## src/rtl/serial_addsub.sv

```systemverilog
// -----------------------------------------------------------------------------
// serial_addsub : digit-serial adder / subtractor
//
// Adds (A+B+CIN) or subtracts (A-B) two WIDTH-bit operands DIGIT bits per
// clock, LSB slice first. A single result register set (SUM/CARRY/OVF/ZERO)
// is updated once per operation together with a one-cycle DONE pulse.
//
// Parameters
//   WIDTH  operand / result width (>= 2)
//   DIGIT  bits processed per clock (must divide WIDTH)
// Ports
//   CLK    rising-edge clock
//   RST    synchronous active-high reset
//   START  start request (ignored while busy)
//   SUB    0 = add, 1 = subtract (captured with START)
//   CIN    carry-in for add, ignored for subtract (captured with START)
//   A, B   operands (captured with START)
//   SUM    registered result
//   CARRY  carry out of the MSB (subtract: 1 = no borrow)
//   OVF    two's-complement overflow
//   ZERO   result equals zero
//   BUSY   high during the N slice cycles
//   DONE   one-cycle pulse with each new result
// -----------------------------------------------------------------------------
module serial_addsub #(
   parameter int WIDTH = 8,
   parameter int DIGIT = 1
) (
   input  logic             CLK,
   input  logic             RST,
   input  logic             START,
   input  logic             SUB,
   input  logic             CIN,
   input  logic [WIDTH-1:0] A,
   input  logic [WIDTH-1:0] B,
   output logic [WIDTH-1:0] SUM,
   output logic             CARRY,
   output logic             OVF,
   output logic             ZERO,
   output logic             BUSY,
   output logic             DONE
);

   localparam int N  = WIDTH / DIGIT;
   localparam int CW = (N > 1) ? $clog2(N) : 1;

   generate
      if (WIDTH < 2 || DIGIT < 1 || (WIDTH % DIGIT) != 0) begin : g_param_check
         $error("serial_addsub: WIDTH must be >= 2 and a multiple of DIGIT");
      end
   endgenerate

   typedef enum logic [1:0] {IDLE = 2'd0, RUN = 2'd1, FIN = 2'd2} state_t;

   state_t           state;
   logic [WIDTH-1:0] a_sr, b_sr, acc;
   logic             carry_r;   // carry into the next slice
   logic             cmsb_r;    // carry into the top bit of the last slice
   logic [CW-1:0]    cnt;

   logic [DIGIT-1:0] s;
   logic [DIGIT:0]   c;
   logic [WIDTH-1:0] s_ext;
   logic [WIDTH-1:0] b_ld;
   logic             c_ld;

   // subtract is A + ~B + 1, so the operand is inverted at load time and the
   // initial carry forced to 1
   assign b_ld = SUB ? ~B : B;
   assign c_ld = SUB | CIN;

   // DIGIT-bit ripple over the current low slice
   always_comb begin
      s    = '0;
      c    = '0;
      c[0] = carry_r;
      for (int i = 0; i < DIGIT; i++) begin
         s[i]   = a_sr[i] ^ b_sr[i] ^ c[i];
         c[i+1] = (a_sr[i] & b_sr[i]) | (c[i] & (a_sr[i] ^ b_sr[i]));
      end
      s_ext            = '0;
      s_ext[DIGIT-1:0] = s;
   end

   always_ff @(posedge CLK) begin
      if (RST) begin
         state   <= IDLE;
         cnt     <= '0;
         a_sr    <= '0;
         b_sr    <= '0;
         acc     <= '0;
         carry_r <= 1'b0;
         cmsb_r  <= 1'b0;
         SUM     <= '0;
         CARRY   <= 1'b0;
         OVF     <= 1'b0;
         ZERO    <= 1'b0;
         BUSY    <= 1'b0;
         DONE    <= 1'b0;
      end else begin
         DONE <= 1'b0;
         case (state)
            IDLE: begin
               if (START) begin
                  a_sr    <= A;
                  b_sr    <= b_ld;
                  carry_r <= c_ld;
                  cnt     <= '0;
                  BUSY    <= 1'b1;
                  state   <= RUN;
               end
            end
            RUN: begin
               a_sr    <= a_sr >> DIGIT;
               b_sr    <= b_sr >> DIGIT;
               // result slices enter from the top so the LSB slice ends up at bit 0
               acc     <= (acc >> DIGIT) | (s_ext << (WIDTH - DIGIT));
               carry_r <= c[DIGIT];
               cmsb_r  <= c[DIGIT-1];
               if (cnt == CW'(N - 1)) begin
                  BUSY  <= 1'b0;
                  state <= FIN;
               end else begin
                  cnt <= cnt + CW'(1);
               end
            end
            FIN: begin
               SUM   <= acc;
               CARRY <= carry_r;
               OVF   <= carry_r ^ cmsb_r;
               ZERO  <= (acc == '0);
               DONE  <= 1'b1;
               // back-to-back: acc is read above before the new run refills it
               if (START) begin
                  a_sr    <= A;
                  b_sr    <= b_ld;
                  carry_r <= c_ld;
                  cnt     <= '0;
                  BUSY    <= 1'b1;
                  state   <= RUN;
               end else begin
                  state <= IDLE;
               end
            end
            default: state <= IDLE;
         endcase
      end
   end

endmodule

```

## config.mk

```make
export PLATFORM = sky130hd
export DESIGN_NAME = serial_addsub
export DESIGN_NICKNAME = d
export VERILOG_FILES = /design/src/rtl/serial_addsub.sv
export SDC_FILE = /design/constraint.sdc
export NUM_CORES = 1
export LEC_CHECK = 0
export ABC_AREA = 1
export CAP_MARGIN = 5
export CORE_MARGIN = 5
export CORE_UTILIZATION = 30
export DETAILED_ROUTE_END_ITERATION = 10
export PLACE_DENSITY = 0.46
export SLEW_MARGIN = 40
export SYNTH_ARGS = -nofsm -noshare
export SYNTH_HDL_FRONTEND = slang
export SYNTH_SLANG_ARGS = --single-unit
```

## constraint.sdc

```tcl
create_clock -name CLK -period 1.4 [get_ports CLK]
set_input_delay 0.28 -clock CLK [delete_from_list [all_inputs] [get_ports CLK]]
set_output_delay 0.28 -clock CLK [all_outputs]
set_load 0.005 [all_outputs]
```

==> out/qor.yml, run 1 <==
run_status:
  run_status: "finished clean"
setup_path:
  crit_fanout: 5
  cpPeakStageDelay_ns: 0.45
  r2r_end: "acc[7]$_SDFFE_PP0P_"
  crit_path_top_delay_cell: "fa_1"
  regToRegSetupSlack_ns: 0.17
  worstSetupPathType: "reg -> reg"
  end_kind: "flip-flop"
  required_ns: 1.60
  crit_arrival_ns: 1.43
  r2r-start: "carry_r$_SDFFE_PP0P_"
  start_kind: "flip-flop"
  worstRegToRegCells: 3
  path_cells: "fa_1, o21ai_0, nor2_1"
placement:
  port_buffers: 33
  dpl.hpwl_um: 3120
  gp_congestion: 0.697
  placed_cell_area_um2: 2400
  numPlacedInstances: 367
power:
  clock_power_share_pct: 34.9
  p_sw_share_pct: 26.2
  p_seq_share_pct: 49.4
  p_leak_nw: 1.14
  p_sw_uw: 729
  pwr_density_cell_nw_per_um2: 1110
  internal-power_mw: 2.05
  finalPower_mw: 2.78
  p_comb_share_pct: 15.7
  vdd_drop_max_uv: 365
layout:
  final_area_um2: 2500
  antenna_cells: 0
  drive_above_1_share_pct: 11.0
  area.growth.synth_to_final_pct: 26.6
  nFillCells: 712
  instances_no_fill: 376
  final_nets: 322
  utilization_pct: 39.2
yosys:
  synthArstFlopShare_pct: 0
  syn_inst: 263
  synthFlopType: "dfxtp_1"
  synth.avg_cell_area_um2: 7.51
  synth_top_cell_by_area: "dfxtp_1"
  synth_edf_count: 0
  syn_nets: 287
  synth-seq-cells: 44
  syn_area_um2: 1980
  synth_area_leaders: "dfxtp_1, nand2_1, a21oi_1"
  ys_seq_area_share_pct: 44.6
  synthTopCellsByCount: "nand2_1, dfxtp_1, nor2_1"
  synth_most_common_cell: "nand2_1"
  yosysUniqueCellTypes: 24
  yosys_warnings: 0
  synth_top_area_share_pct: 44.6
clock_tree:
  cts_buffers: 5
  path_clk_slew_ns: 0.08
  clockBufferDepth: 2
  h-tree-depth: 2
  root_buffer: "clkbuf_8"
  cts_tree: "built"
  clock_sinks: 44
  insertion_delay_ns: 0.30
  postCtsHoldBufs: 0
grt:
  grt.total_usage_pct: 11.9
  grt_pass1_vias: 1659
  grt_pass1_wl_um: 7980
  grt_max_degree: 27
  gr-total-overflow: 0
  antenna_found_initial: 0
sta:
  max_freq_ghz: 0.812
  post-route-period-util_pct: 88.0
  min_period_ns: 1.23
  tightestPinTransition_ns: 0.265
  slew_viol_final: 0
  setup-tns-final_ns: 0
  fin_skew_ns: 0.00436
  hold_viol_final: 0
  rsz0062_at_grt: "no"
  slew_headroom_pct: 82.3
  setup_viol: 0
die:
  die-width_um: 91.2
  num_rows: 29
  start_util_pct: 30.9
  core_um2: 6390
  io_pins: 34
  fp.dieArea_um2: 8310
  die_y_um: 91.2
min_path:
  worstHoldEndpoint: "a_sr[7]$_SDFFE_PP0P_"
  min_path_type: "reg -> reg"
  hp-start: "a_sr[7]$_SDFFE_PP0P_"
  hold_depth: 2
route:
  drc: 0
  wl_um: 4500
  drt-wirelength-per-cell_um: 12.0
  drtAntennaViolNets: 0
  vias: 1679
  dr.pass1.iters: 4
  drt_iter0_drc: 55
  routed_via_density: 4.47
job:
  drv_cap: 0
-- placed cells by master, fill, tap and decap left out --
cell / instances
nand2_1: 68
dfxtp_1: 39
nor2_1: 28
o21ai_0: 27
a21oi_1: 27
clkdlybuf4s50_1: 20
inv_1: 18
nand3_1: 17
dlygate4sd2_1: 13
dfxtp_2: 5
clkbuf_8: 5
buf_4: 4
nand2_8: 3
nand2_2: 3
a21oi_2: 3
buf_12: 3
inv_2: 2
xor2_1: 2
nor3_1: 2
ha_1: 2
inv_6: 1
inv_8: 1
nand2_4: 1
o22ai_1: 1
fa_1: 1
clkinv_2: 1
bufinv_16: 1
clkbuf_1: 1
-- power by group through the flow --
stage | Clock [mW] | Sequential, mW | Combinational [mW]
final | 0.969 | 1.37 | 0.437
after CTS | 1.00 | 1.37 | 0.449
after detailed placement | 0 | 1.40 | 0.447
after global placement | 0 | 1.40 | 0.443
after floorplan | 0 | 1.39 | 0.306
after global routing | 1.05 | 1.38 | 0.509
-- area by class of cell --
type | count | area, um^2 | area share [%]
sequential | 44 | 887 | 35.5
tap | 77 | 96.3 | 3.85
timing repair buffer | 40 | 404 | 16.2
inverter | 22 | 95.1 | 3.80
clock buffer | 6 | 72.6 | 2.90
multi-input combinational | 185 | 911 | 36.4
clock inverter | 2 | 35.0 | 1.40
-- sequential cells by signal, indices dropped and copies added, names as in the netlist, 2 cells and up --
register,flops
acc,8
cnt,3
a_sr,8
state,2
SUM,8
b_sr,8
-- metal layers --
| metal | vias to the layer above | share of wire, % | global-route usage [%] |
|---|---|---|---|
| met1 | 735 | 51 | 15.9 |
| met3 | 6 | 4.4 | 3.80 |
| met4 | 0 | 1.8 | 4.40 |
| met5 | - | 0 | 0 |
| li1 | 913 | - | - |
| met2 | 25 | 42 | 17.8 |
-- stage by stage --
| step | worst slack, ns | hold slack (ns) |
|---|---|---|
| 2_1_floorplan | 0.306 | 0.429 |
| 3_3_place_gp | -0.00577 | 0.447 |
| 3_5_place_dp | -0.0147 | 0.455 |
| 4_1_cts | 0.147 | 0.469 |
| 5_1_grt | 0.0262 | 0.475 |
| 6_report | 0.169 | 0.464 |
-- critical path: cells and delay by family, from the launching register on --
| kind | cells | cell delay [ns] |
|---|---|---|
| DFF | 1 | 0.42 |
| AOI/OAI and AO/OA | 1 | 0.21 |
| adders and majority gates | 1 | 0.45 |
| and+or+nand+nor | 1 | 0.05 |
-- cell families after synthesis --
| family | count (synthesis) | synth area share (%) |
|---|---|---|
| fa+ha+maj | 3 | 2.28 |
| simple gates | 122 | 27.6 |
| flops | 44 | 44.6 |
| compound gates | 58 | 15.3 |
| buf+inv | 34 | 9.31 |
| xor+xnor | 2 | 0.887 |
-- timing repair --
item                                    in CTS  in global routing
endpoints found under the setup margin      13                  0
setup buffers                                1                  0
resized for setup                           18                  0
endpoints found under the hold margin        0                  0
-- worst max-delay path by stage --
stage                                     start                   end  slack (ns)  depth (start not counted)
final                      carry_r$_SDFFE_PP0P_   acc[7]$_SDFFE_PP0P_        0.17                          3
after global routing      state[1]$_SDFFE_PP0P_   cnt[1]$_SDFFE_PP0P_        0.03                          6
after CTS                 state[0]$_SDFFE_PP0P_   SUM[5]$_SDFFE_PP0N_        0.15                          6
after detailed placement                  START  a_sr[3]$_SDFFE_PP0P_       -0.01                          6
after global placement                    START  a_sr[3]$_SDFFE_PP0P_      -0.006                          6
after floorplan            carry_r$_SDFFE_PP0P_   acc[7]$_SDFFE_PP0P_        0.31                          3
No activity file was read; power rests on OpenSTA's default activity.
==> run 2: changes to the inputs <==
--- a/config.mk
+++ b/config.mk
@@ -6,7 +6,7 @@
 export NUM_CORES = 1
 export LEC_CHECK = 0
 export ABC_AREA = 1
-export CAP_MARGIN = 5
+export CAP_MARGIN = 20
 export CORE_MARGIN = 5
 export CORE_UTILIZATION = 30
 export DETAILED_ROUTE_END_ITERATION = 10
==> results of run 2 <==
Final layout, timing and power as in run 1 (identical DEF).
